<file path="config.mk">
export PLATFORM = sky130hd
export DESIGN_NAME = nmr_bstrm_multi_dpath
export DESIGN_NICKNAME = d
export VERILOG_FILES = /design/src/rtl/nmr_bstrm_multi_dpath.sv
export SDC_FILE = /design/constraint.sdc
export NUM_CORES = 1
export LEC_CHECK = 0
export CORE_UTILIZATION = 61
export DETAILED_ROUTE_END_ITERATION = 10
export GPL_TIMING_DRIVEN = 0
export PLACE_DENSITY = 0.79
export SYNTH_ARGS = -nofsm -noshare
export SYNTH_HDL_FRONTEND = slang
export SYNTH_SLANG_ARGS = --single-unit
</file>
<file path="constraint.sdc">
create_clock -name CLK -period 11.9 [get_ports CLK]
set_input_delay 1.785 -clock CLK [delete_from_list [all_inputs] [get_ports CLK]]
set_output_delay 1.785 -clock CLK [all_outputs]
set_load 0.1 [all_outputs]
</file>
<file path="src/rtl/nmr_bstrm_multi_dpath.sv">
// nmr_bstrm_multi_dpath: multi-channel gapless bitstream player for the NMR
// pulse sequencer. Command words are queued in a small FIFO and played back
// on an NCH-bit registered output vector with no dead cycles between commands.
// Optional status outputs (UNDERRUN, BAD_OP, LEVEL) are built only when the
// macro NMR_BSTRM_STATUS_EN is defined; otherwise they are tied to zero.
module nmr_bstrm_multi_dpath #(
    parameter  int NCH    = 4,
    parameter  int DATA_W = 120,
    parameter  int LEN_W  = 16,
    parameter  int DEPTH  = 8,
    localparam int CMD_W  = 2 + LEN_W + DATA_W,
    localparam int LVL_W  = $clog2(DEPTH) + 1
) (
    input  logic             CLK,
    input  logic             RST_N,
    input  logic [CMD_W-1:0] CMD,
    input  logic             CMD_VALID,
    output logic             CMD_READY,
    input  logic             START,
    input  logic             ABORT,
    output logic [NCH-1:0]   OUT,
    output logic             DONE,
    output logic [LVL_W-1:0] LEVEL,
    output logic             UNDERRUN,
    output logic             BAD_OP
);

    localparam int AW = $clog2(DEPTH);
    localparam logic [LEN_W-1:0] MAX_SLICES = LEN_W'(DATA_W / NCH);
    localparam logic [1:0] OP_END  = 2'b00;
    localparam logic [1:0] OP_HOLD = 2'b01;
    localparam logic [1:0] OP_PAT  = 2'b10;

    typedef enum logic [1:0] {
        IDLE  = 2'd0,
        ARMED = 2'd1,
        RUN   = 2'd2
    } state_t;

    state_t             state;
    logic [CMD_W-1:0]   fifo_mem [DEPTH];
    logic [AW-1:0]      wr_ptr;
    logic [AW-1:0]      rd_ptr;
    logic [AW:0]        fifo_cnt;
    logic               fifo_full;
    logic               fifo_empty;
    logic               push;
    logic               pop;
    logic [CMD_W-1:0]   head;
    logic [1:0]         head_op;
    logic [LEN_W-1:0]   head_len;
    logic [DATA_W-1:0]  head_data;
    logic [LEN_W-1:0]   eff_len;
    logic [LEN_W-1:0]   remain;
    logic [DATA_W-1:0]  shreg;
    logic               is_pat;
    logic [NCH-1:0]     out_q;
    logic               done_q;

    // FIFO flags, head decode and the pop decision at command boundaries
    always_comb begin
        fifo_full  = (fifo_cnt == (AW+1)'(DEPTH));
        fifo_empty = (fifo_cnt == '0);
        push       = CMD_VALID && !fifo_full && !ABORT;
        head       = fifo_mem[rd_ptr];
        head_op    = head[CMD_W-1 -: 2];
        head_len   = head[DATA_W +: LEN_W];
        head_data  = head[DATA_W-1:0];
        pop        = !ABORT && !fifo_empty &&
                     ((state == ARMED) || ((state == RUN) && (remain == '0)));
        eff_len    = (head_len == '0) ? LEN_W'(1) : head_len;
        if ((head_op == OP_PAT) && (eff_len > MAX_SLICES)) begin
            eff_len = MAX_SLICES;
        end
    end

    // FIFO storage; contents need no reset since occupancy gates every read
    always_ff @(posedge CLK) begin
        if (push) begin
            fifo_mem[wr_ptr] <= CMD;
        end
    end

    // FIFO pointers and occupancy, flushed by ABORT
    always_ff @(posedge CLK or negedge RST_N) begin
        if (!RST_N) begin
            wr_ptr   <= '0;
            rd_ptr   <= '0;
            fifo_cnt <= '0;
        end else if (ABORT) begin
            wr_ptr   <= '0;
            rd_ptr   <= '0;
            fifo_cnt <= '0;
        end else begin
            if (push) begin
                wr_ptr <= wr_ptr + AW'(1);
            end
            if (pop) begin
                rd_ptr <= rd_ptr + AW'(1);
            end
            if (push && !pop) begin
                fifo_cnt <= fifo_cnt + (AW+1)'(1);
            end else if (pop && !push) begin
                fifo_cnt <= fifo_cnt - (AW+1)'(1);
            end
        end
    end

    // Playback FSM: loads the head on a boundary so the next vector follows with no gap
    always_ff @(posedge CLK or negedge RST_N) begin
        if (!RST_N) begin
            state  <= IDLE;
            out_q  <= '0;
            done_q <= 1'b1;
            remain <= '0;
            shreg  <= '0;
            is_pat <= 1'b0;
        end else if (ABORT) begin
            state  <= IDLE;
            out_q  <= '0;
            done_q <= 1'b1;
            remain <= '0;
        end else begin
            case (state)
                IDLE: begin
                    if (START) begin
                        state  <= ARMED;
                        done_q <= 1'b0;
                    end
                end
                ARMED, RUN: begin
                    if (pop) begin
                        case (head_op)
                            OP_HOLD, OP_PAT: begin
                                out_q  <= head_data[NCH-1:0];
                                shreg  <= head_data >> NCH;
                                is_pat <= (head_op == OP_PAT);
                                remain <= eff_len - LEN_W'(1);
                                state  <= RUN;
                            end
                            OP_END: begin
                                out_q  <= head_data[NCH-1:0];
                                done_q <= 1'b1;
                                state  <= IDLE;
                            end
                            default: begin
                                done_q <= 1'b1;
                                state  <= IDLE;
                            end
                        endcase
                    end else if (state == RUN) begin
                        if (remain != '0) begin
                            remain <= remain - LEN_W'(1);
                            if (is_pat) begin
                                out_q <= shreg[NCH-1:0];
                                shreg <= shreg >> NCH;
                            end
                        end else begin
                            done_q <= 1'b1;
                            state  <= IDLE;
                        end
                    end
                end
                default: begin
                    state <= IDLE;
                end
            endcase
        end
    end

    assign OUT       = out_q;
    assign DONE      = done_q;
    assign CMD_READY = !fifo_full;

`ifdef NMR_BSTRM_STATUS_EN
    logic underrun_q;
    logic bad_op_q;
    logic underrun_ev;
    logic bad_op_ev;
    logic clear_ev;

    // Status events seen by the sticky flags
    always_comb begin
        underrun_ev = !ABORT && (state == RUN) && (remain == '0) && fifo_empty;
        bad_op_ev   = pop && (head_op == 2'b11);
        clear_ev    = !ABORT && (state == IDLE) && START;
    end

    // Sticky status flags, cleared when a new run is armed
    always_ff @(posedge CLK or negedge RST_N) begin
        if (!RST_N) begin
            underrun_q <= 1'b0;
            bad_op_q   <= 1'b0;
        end else if (clear_ev) begin
            underrun_q <= 1'b0;
            bad_op_q   <= 1'b0;
        end else begin
            if (underrun_ev) begin
                underrun_q <= 1'b1;
            end
            if (bad_op_ev) begin
                bad_op_q <= 1'b1;
            end
        end
    end

    assign UNDERRUN = underrun_q;
    assign BAD_OP   = bad_op_q;
    assign LEVEL    = fifo_cnt;
`else
    assign UNDERRUN = 1'b0;
    assign BAD_OP   = 1'b0;
    assign LEVEL    = '0;
`endif

endmodule

</file>
==> results.md <==
- Post-route clock period utilization: 0.666
- Layout cells sized above 1: 0.192
- Initial Util: 0.618
- Post-synth EDFFs: roughly 1100
- CTS Buffer Depth: 3
- CTS Hold Bufs: 0
- Crit path DAT: 8.50 ns
- DRC Markers: 0
- Max FO, Critical Path: 10
- Routed met3 length: between 9000 and 10000 um
- Post-layout min period: roughly 7.9 ns
- Top sig layer: met5
- Post-synth top area cell: edfxtp_1
- Final setup fails: 0
- Comb power frac: 0.208
- Tot Pwr: 11.2 mW
- Layout Skew: about 0.021 ns
- Synthesized area: a little under 50000 um^2
- Hold Crit Class: flip-flop to flip-flop
- DRT iter0 DRCs: between 3000 and 4000
- Chip Height: around 290 um
- Layout area overhead: 17.5%
- Site Rows: ~100
- # IOs: 155
- H-tree depth: 3
- Hold Violations, Final: 0
- Clock slew at reported path FFs: approximately 0.070 ns
- Nets@finish: around 3100
- Switching power: about 3.0 mW
- Top cells by area, synth: edfxtp_1 (68%), mux4_2 (12%), dfrtp_1 (7.6%)
- Pin count of the biggest net entering global routing: 78
- Vias in the first global route: around 28000
- Die footprint: 81500 um^2
- Worst path required time: approximately 12 ns
- Antenna Nets Post-Route: 0
- Main flop type after synthesis: edfxtp_1
- IO Port Bufs: about 150
- Register bit total from synthesis: roughly 1300
- Routed WL: 116000 um
- Top-count cell post-synth: edfxtp_1
- Warnings from Yosys: 0
- Outcome: completed
- Worst Setup End Kind: flip-flop
- Met1 wire length: between 40000 and 50000 um
- Slew Viols, Final: 0
- Startpoint types: flip-flop
- First-pass GRT wire length: 173000 um
- Clk sinks: 1254
- Seq/Total Area, Yosys: 0.753
- Wirelength per Cell: between 20 and 30 um
- All-Layer GR Usage: 0.290
- Core area: just under 80000 um^2
- Flop pwr share: 0.455
- Area of the multi-input gates: roughly 12000 um^2
- Pleak: about 18 nW
- Rel. slew slack: 0.118
- CTS tree: done
- RSZ-0062 raised after global routing: false
- Fill cells: approximately 4300
- VDD IR max: between 0.1 and 0.15 mV
- Num CTS Buffers: 117
- Die X: about 290 um
- Clock Power Share: 0.338
- First drt pass iteration count: 6
- Commonest cells post-synth: edfxtp_1 (1104), mux4_2 (265), nand2_1 (168)
- Max-cap violations: 0
- FFs w/ async S/R, synth: 0.120
- Final core utilization: 0.727
- RePlAce Congestion: ~0.9
- CTS-repair resized insts: 0
- Root Buffer: clkbuf_16
- Post-DR vias/cell: 6.45
- Yosys top cell area share: 0.676
- Internal Pwr Total: approximately 8.2 mW
- Fmax: around 0.13 GHz
- Met2 WL post-DR: 59800 um
- Netlist cell types: between 70 and 80
- WS Path Type: flip-flop to flip-flop
- Antenna violations before repair: 23
- Latest clock arrival within the worst-skew pair: 0.69 ns
- Total number of vias: about 26000
- Post-Synthesis Cells: ~2600
- Storage cell area: around 37000 um^2
- Worst-margin pin slew: roughly 1.3 ns
- Sw frac: 0.266
- Pwr dens: about 200 nW/um^2
- Congestion Overflow GR: 0
- Avg Inst Size Synth: about 19 um^2
- Post-CTS Setup Repair Bufs: 0
- DP HPWL: approximately 73000 um
==> layout make-up <==
class / instances / area share
buffer: 152 / 0.0112
timing repair buffer: 222 / 0.0563
antenna: 10 / 0.000434
inverter: 7 / 0.000456
tap: 1050 / 0.0228
multi-input combinational: 1175 / 0.200
clock inverter: 66 / 0.0125
clock buffer: 153 / 0.0553
sequential: 1254 / 0.641
==> placed cells by master (no fill, tap or decap), types with 6 or more instances in the layout <==
master,instances
clkbuf_16,120
o21ai_1,7
edfxtp_1,1104
buf_16,44
or3_1,8
xnor2_1,6
nand2_1,168
ha_1,11
nor3_1,11
bufinv_16,13
buf_1,30
buf_4,7
mux2i_1,139
inv_1,7
buf_12,20
mux4_2,265
clkinv_2,22
nor2_1,146
a21oi_1,134
clkdlybuf4s50_1,147
a31oi_1,6
diode_2,10
mux4_1,8
xor2_1,6
buf_8,10
clkbuf_1,110
dfrtp_1,149
o21ai_0,136
conb_1,6
clkinv_1,17
buf_2,31
clkbuf_8,6
nand3_1,19
==> worst paths after layout <==
| path | slack (ns) | end | startpoint | cells past startpoint |
|---|---|---|---|---|
| max reg2reg | 3.97 | shreg[37]$_DFFE_PN0P_ | rd_ptr[2]$_DFFE_PN0P_ | 14 |
| min | 0.49 | shreg[45]$_DFFE_PN0P_ | shreg[45]$_DFFE_PN0P_ | 2 |
| min in group asynchronous | 1.11 | rd_ptr[2]$_DFFE_PN0P_ | RST_N | 1 |
| max | 3.97 | shreg[37]$_DFFE_PN0P_ | rd_ptr[2]$_DFFE_PN0P_ | 14 |
| min reg2reg | 0.49 | shreg[45]$_DFFE_PN0P_ | shreg[45]$_DFFE_PN0P_ | 2 |
| max in group asynchronous | 9.93 | shreg[72]$_DFFE_PN0P_ | RST_N | 2 |
==> layer usage <==
metal / vias up / global-route usage
met3: 244 / 0.0555
met4: 20 / 0.106
met5: - / 0
met2: 1361 / 0.486
met1: 13693 / 0.382
li1: 11050 / -
==> power by group through the flow <==
stage               combinational [mW]  sequential, mW  clock (mW)
global placement                  2.16            5.20           0
CTS                               2.33            5.09        3.81
detailed placement                2.29            5.17           0
global route                      2.49            5.10        3.97
finish                            2.32            5.09        3.78
floorplan                         1.55            5.20           0
==> through the flow <==
stage | hold slack [ns] | std cells | setup TNS [ns] | worst slack (ns) | cell area, um^2
finish | 0.489 | 4089 | 0 | 3.97 | 57600
detailed placement | 0.473 | 3860 | 0 | 4.24 | 53700
global placement | 0.463 | 3786 | -3627.47 | -3.98 | 51900
CTS | 0.487 | 4079 | 0 | 4.03 | 57600
global route | 0.518 | 4089 | 0 | 3.74 | 57600
floorplan | 0.449 | 2588 | 0 | 3.01 | 49100
==> state kept, by name, indices dropped and copies added (netlist names) <==
register and cells:
rd_ptr 3, fifo_mem 1104, state 2, is_pat 1
remain 16, wr_ptr 3, DONE 1, OUT 4
fifo_cnt 4, shreg 116
==> kinds of logic (layout without fill, tap and decap cells) <==
| group | after synthesis | after routing | share of synthesized area |
|---|---|---|---|
| flip-flops | 1254 | 1254 | 0.753 |
| multiplexers | 418 | 418 | 0.156 |
| AND/OR/NAND/NOR | 399 | 399 | 0.0350 |
| AO/OA/AOI/OAI | 328 | 328 | 0.0371 |
| buffers and inverters | 159 | 600 | 0.0137 |
| adder cells (fa/ha/maj) | 12 | 12 | 0.00322 |
| XOR/XNOR | 12 | 12 | 0.00214 |
| other | 1 | 16 | 0.0000765 |
==> worst max-delay path, cell delays in order, from the launching register on <==
cell	delay [ns]
dfrtp_1	0.32
clkbuf_1	0.57
buf_1	0.53
clkbuf_1	0.86
clkbuf_1	0.85
clkbuf_1	0.83
mux2_2	0.47
ha_1	0.37
o21ai_0	0.11
nand3_1	0.46
clkbuf_1	0.86
clkbuf_1	0.76
clkbuf_1	0.45
nand2_1	0.17
o21ai_0	0.15
Note: power is estimated with default switching activity, not from simulation.
